[config.mk]
export PLATFORM = sky130hd
export DESIGN_NAME = debug_dump_tx
export DESIGN_NICKNAME = d
export VERILOG_FILES = /design/src/rtl/debug_dump_tx.sv
export SDC_FILE = /design/constraint.sdc
export NUM_CORES = 1
export LEC_CHECK = 0
export CAP_MARGIN = 25
export CORE_MARGIN = 2
export CORE_UTILIZATION = 42
export DETAILED_ROUTE_END_ITERATION = 7
export GPL_ROUTABILITY_DRIVEN = 0
export PLACE_DENSITY = 0.84
export SYNTH_ARGS = -nofsm -noshare
export SYNTH_HDL_FRONTEND = slang
export SYNTH_SLANG_ARGS = --single-unit
[constraint.sdc]
create_clock -name i_clock -period 1.69 [get_ports i_clock]
set_input_delay 0.2535 -clock i_clock [delete_from_list [all_inputs] [get_ports i_clock]]
set_output_delay 0.2535 -clock i_clock [all_outputs]
set_load 0.05 [all_outputs]
[src/rtl/debug_dump_tx.sv]
// Debug dump transmitter: streams PC, cycle count, register bank and
// data memory to uart_tx as little-endian bytes on request.
module debug_dump_tx #(
    parameter int BYTE    = 8,
    parameter int DWORD   = 32,
    parameter int ADDR    = 7,
    parameter int RB_ADDR = 5
) (
    input  logic               i_clock,
    input  logic               i_reset,
    input  logic               i_dump_start,
    input  logic [DWORD-1:0]   i_pc,
    input  logic [DWORD-1:0]   i_cycles,
    output logic [RB_ADDR-1:0] o_rb_addr,
    input  logic [DWORD-1:0]   i_rb_data,
    output logic [ADDR-1:0]    o_dm_addr,
    input  logic [DWORD-1:0]   i_dm_data,
    output logic [BYTE-1:0]    o_tx_data,
    output logic               o_tx_start,
    input  logic               i_tx_done,
    output logic               o_busy,
    output logic               o_done
);

    localparam int NBW = DWORD / BYTE;
    localparam int BIW = (NBW > 1) ? $clog2(NBW) : 1;

    typedef enum logic [2:0] {
        ST_IDLE,
        ST_LATCH,
        ST_RD_REQ,
        ST_RD_WAIT,
        ST_SEND,
        ST_WAIT_TX,
        ST_NEXT,
        ST_DONE
    } state_t;

    typedef enum logic [1:0] {
        SEC_PC,
        SEC_CYC,
        SEC_RB,
        SEC_DM
    } sec_t;

    state_t             r_state;
    state_t             w_next;
    sec_t               r_sec;
    logic [DWORD-1:0]   r_word;
    logic [DWORD-1:0]   r_cyc;
    logic [BIW-1:0]     r_byte;
    logic [RB_ADDR-1:0] r_rb_idx;
    logic [ADDR-1:0]    r_dm_idx;
    logic [BYTE-1:0]    r_tx_hold;
    logic               w_last_byte;
    logic               w_rb_end;
    logic               w_dm_end;

    assign w_last_byte = (r_byte == BIW'(NBW - 1));
    assign w_rb_end    = &r_rb_idx;
    assign w_dm_end    = &r_dm_idx;
    assign o_rb_addr   = r_rb_idx;
    assign o_dm_addr   = r_dm_idx;

    always_ff @(posedge i_clock or negedge i_reset) begin
        if (!i_reset) begin
            r_state <= ST_IDLE;
        end else begin
            r_state <= w_next;
        end
    end

    always_comb begin
        w_next     = r_state;
        o_tx_start = 1'b0;
        o_done     = 1'b0;
        o_busy     = 1'b1;
        o_tx_data  = r_tx_hold;
        unique case (r_state)
            ST_IDLE: begin
                o_busy = 1'b0;
                if (i_dump_start) w_next = ST_LATCH;
            end
            ST_LATCH:   w_next = ST_SEND;
            ST_RD_REQ:  w_next = ST_RD_WAIT;
            ST_RD_WAIT: w_next = ST_SEND;
            ST_SEND: begin
                o_tx_start = 1'b1;
                o_tx_data  = r_word[BYTE-1:0];
                w_next     = ST_WAIT_TX;
            end
            ST_WAIT_TX: begin
                if (i_tx_done) w_next = ST_NEXT;
            end
            ST_NEXT: begin
                if (!w_last_byte) begin
                    w_next = ST_SEND;
                end else begin
                    unique case (r_sec)
                        SEC_PC:  w_next = ST_SEND;
                        SEC_CYC: w_next = ST_RD_REQ;
                        SEC_RB:  w_next = ST_RD_REQ;
                        SEC_DM:  w_next = w_dm_end ? ST_DONE : ST_RD_REQ;
                        default: w_next = ST_IDLE;
                    endcase
                end
            end
            ST_DONE: begin
                o_done = 1'b1;
                o_busy = 1'b0;
                w_next = ST_IDLE;
            end
            default: w_next = ST_IDLE;
        endcase
    end

    // Section/word/byte bookkeeping; the shift word always holds the
    // unsent bytes of the current word with the next one in the LSBs.
    always_ff @(posedge i_clock or negedge i_reset) begin
        if (!i_reset) begin
            r_sec     <= SEC_PC;
            r_word    <= '0;
            r_cyc     <= '0;
            r_byte    <= '0;
            r_rb_idx  <= '0;
            r_dm_idx  <= '0;
            r_tx_hold <= '0;
        end else begin
            case (r_state)
                ST_LATCH: begin
                    r_word   <= i_pc;
                    r_cyc    <= i_cycles;
                    r_sec    <= SEC_PC;
                    r_byte   <= '0;
                    r_rb_idx <= '0;
                    r_dm_idx <= '0;
                end
                ST_RD_WAIT: begin
                    r_word <= (r_sec == SEC_RB) ? i_rb_data : i_dm_data;
                end
                ST_SEND: begin
                    r_tx_hold <= r_word[BYTE-1:0];
                end
                ST_NEXT: begin
                    if (!w_last_byte) begin
                        r_byte <= r_byte + BIW'(1);
                        r_word <= r_word >> BYTE;
                    end else begin
                        r_byte <= '0;
                        unique case (r_sec)
                            SEC_PC: begin
                                r_sec  <= SEC_CYC;
                                r_word <= r_cyc;
                            end
                            SEC_CYC: r_sec <= SEC_RB;
                            SEC_RB: begin
                                if (w_rb_end) r_sec <= SEC_DM;
                                else r_rb_idx <= r_rb_idx + RB_ADDR'(1);
                            end
                            SEC_DM: begin
                                if (!w_dm_end) r_dm_idx <= r_dm_idx + ADDR'(1);
                            end
                            default: r_sec <= SEC_PC;
                        endcase
                    end
                end
                default: ;
            endcase
        end
    end

endmodule

==> impl_metrics.tcl <==
set metrics [dict create \
    status "complete, but fails checks" \
    violations "negative setup slack" \
    synth.cell_area_um2 4830 \
    antenna_found_initial 0 \
    setup_viol 9 \
    async_flop_share_pct 100 \
    worstPathRequired_ps 1440 \
    core_area_um2 11300 \
    row_count 39 \
    die_width_um 111 \
    ys_ff_latch 91 \
    hold_class "input pin to asynchronous set/reset pin" \
    die_y_um 111 \
    drt_pass1_iterations 5 \
    powerDensity_nw_per_um2 1700 \
    initial_core_util_pct 42.7 \
    place_inst 812 \
    syn_inst 521 \
    synth_cell_types 39 \
    multi_input_area_um2 2690 \
    finalWorstSetupSlack_ps -255 \
    cap_violations 0 \
    ys_seq_area_share_pct 47.2 \
    root_buffer "clkbuf_16" \
    synthFlopType "dfrtp_1" \
    port_buffers 154 \
    grt_max_degree 65 \
    grt_remaining_overflow 0 \
    drv_slew 0 \
    drtAntennaViolNets 0 \
    hold_viol_final 0 \
    critPathMaxFanout 5 \
    maxSlewHeadroom_pct 68.7 \
    io_pins 155 \
    final.setup.tns_ps -1970 \
    clkSlewWorstSetupHoldPaths_ps 60 \
    critPathKind "register to output pin" \
    finClkSkew_ps 10.9 \
    rsz0062_at_grt "true" \
    vias 4836 \
    routed_wl_um 16600 \
    drc 0 \
    leakage_uw 0.00325 \
    pwr-share-comb_pct 56.6 \
    switching_share_pct 40.6 \
    vias_per_cell 5.66 \
    seqCellArea_um2 2290 \
    instances_no_fill 855 \
    p_int_uw 7890 \
    switching_power_uw 5380 \
    grt_use_total_pct 24.2 \
    dp_hpwl_um 10500 \
    antennaDiodeCount 0 \
    grt_pass1_wl_um 24000 \
    drtIter0Drc 401 \
    p_seq_share_pct 28.6 \
    avgSynthCellArea_um2 9.27 \
    p_clk_share_pct 14.8 \
    drive_gt1_share_pct 23.7 \
    period_share_pct 115 \
    setup.worst_path.start_class "register" \
    clock.fmax_mhz 514 \
    clk_path_buf_depth 2 \
    peakVddDrop_uv 1630 \
    insertion_delay_ps 340 \
    numCtsBuffers 9 \
    syn_nets 661 \
    cts_tree "yes" \
    grt_pass1_vias 4874 \
    critPathArrivalTime_ps 1690 \
    synth_edf_count 0 \
    yosysWarnings 0 \
    fill_cells 817 \
    worstMarginPinSlew_ps 470 \
    htreeDepth 3 \
    fin_crit_ps 1940 \
    post_drt_wl_per_cell_um 19.4 \
    cts.sinks 91 \
    end_kind "output pin" \
    area_delta_synth_final_pct 61.7 \
    final_net_count 847 \
    dieArea_um2 12400 \
]
[state kept, by name, summed over array words and instances (netlist names)]
signal and count:
r_state 3, o_dm_addr 7, o_rb_addr 5, r_sec 2
r_byte 2, r_cyc 32, r_tx_hold 8, r_word 32
[routing by layer]
| layer | track usage [%] | vias to the layer above | share of wire (%) |
|---|---|---|---|
| li1 | - | 2187 | - |
| met1 | 30.1 | 2327 | 39 |
| met2 | 41.2 | 276 | 50 |
| met3 | 3.55 | 46 | 7.0 |
| met4 | 11.7 | 0 | 3.7 |
| met5 | 0 | - | 0 |
[cell usage after synthesis (all sizes together), types with 3 or more instances]
cell type	number	area, um^2
o22ai	27	181
or3	4	25.0
nor2	58	220
o31ai	3	22.5
mux2i	59	591
ha	8	100
dfrtp	91	2280
o21ai	6	30.0
a21oi	62	310
and3	3	18.8
a211oi	3	22.5
inv	7	26.3
mux2	9	101
nand3	9	45.0
clkbuf	12	45.0
nand2	109	409
buf	24	140
a221oi	8	108
[cells in the final DEF (no fill, tap or decap), types with 3 or more instances in the layout]
master / instances
nor2_1: 53
o21ai_0: 5
mux2_4: 9
a221oi_2: 6
clkbuf_16: 14
mux2i_4: 4
mux2i_2: 5
ha_4: 3
inv_1: 5
nand3_1: 8
a21oi_2: 6
buf_6: 11
buf_12: 21
nor2_2: 3
mux2i_1: 50
buf_4: 42
o22ai_1: 24
ha_1: 4
dfrtp_1: 83
o31ai_1: 3
clkdlybuf4s50_1: 130
dfrtp_2: 8
a21oi_1: 55
nand2_1: 108
[critical path, stage by stage, from the launching register on]
cell and delay, ps:
dfrtp_2 420, nor3b_4 270, buf_6 180, mux2_4 330, buf_12 150
[layout make-up]
class	count	area share, %
Inverter	7	0.401
Sequential cell	91	29.3
Tap cell	143	2.29
Clock buffer	11	3.24
Multi-Input combinational cell	387	34.5
Timing Repair Buffer	211	29.8
Clock inverter	5	0.577
[stage by stage]
stage	utilization (%)	cell area [um^2]	setup WS (ps)	power [uW]	hold slack, ps
global placement	60.2	6820	4.02	9490	233
detailed placement	60.2	6820	-54.2	9740	244
floorplan	-	4910	-136	7350	-42.1
CTS	64.8	7330	-241	12200	434
global route	69.0	7810	-284	13900	448
finish	69.0	7810	-255	13300	429
[worst paths after layout]
check	from	end	slack, ps	depth (start not counted)
worst max-delay path	r_state[0]	o_tx_data[5]	-250	4
worst min-delay path	i_reset	r_state[0]	430	2
worst max register to register	r_byte[1]	r_word[10]	10	8
worst min register to register	r_cyc[3]	r_cyc[3]	480	2
max in group asynchronous	i_reset	r_tx_hold[1]	700	3
min in group i_clock	i_cycles[16]	r_cyc[16]	440	3
[power by group through the flow]
stage | Sequential (uW) | Clock [uW] | Combinational (uW)
after global routing | 3870 | 2090 | 7960
after CTS | 3720 | 1990 | 6470
after global placement | 3710 | 0 | 5770
final | 3800 | 1960 | 7510
after detailed placement | 3790 | 0 | 5950
after floorplan | 3650 | 0 | 3700
[repair_timing]
item	in CTS	in global routing
endpoints found under the setup margin	23	51
pin swaps	5	13
resized for setup	24	58
endpoints found under the hold margin	32	0
buffers inserted	10	9
cloned	2	6
hold buffers	1	0
[cells by family (layout without fill, tap and decap cells)]
kind of cell	after synthesis	after routing	synth area share, %
buffers and inverters	43	234	4.38
and+or+nand+nor	196	196	17.1
adders and majority gates	8	8	2.07
AOI/OAI and AO/OA	115	115	15.0
muxes	68	68	14.3
DFF	91	91	47.2
Note: power is estimated with default switching activity, not from simulation.
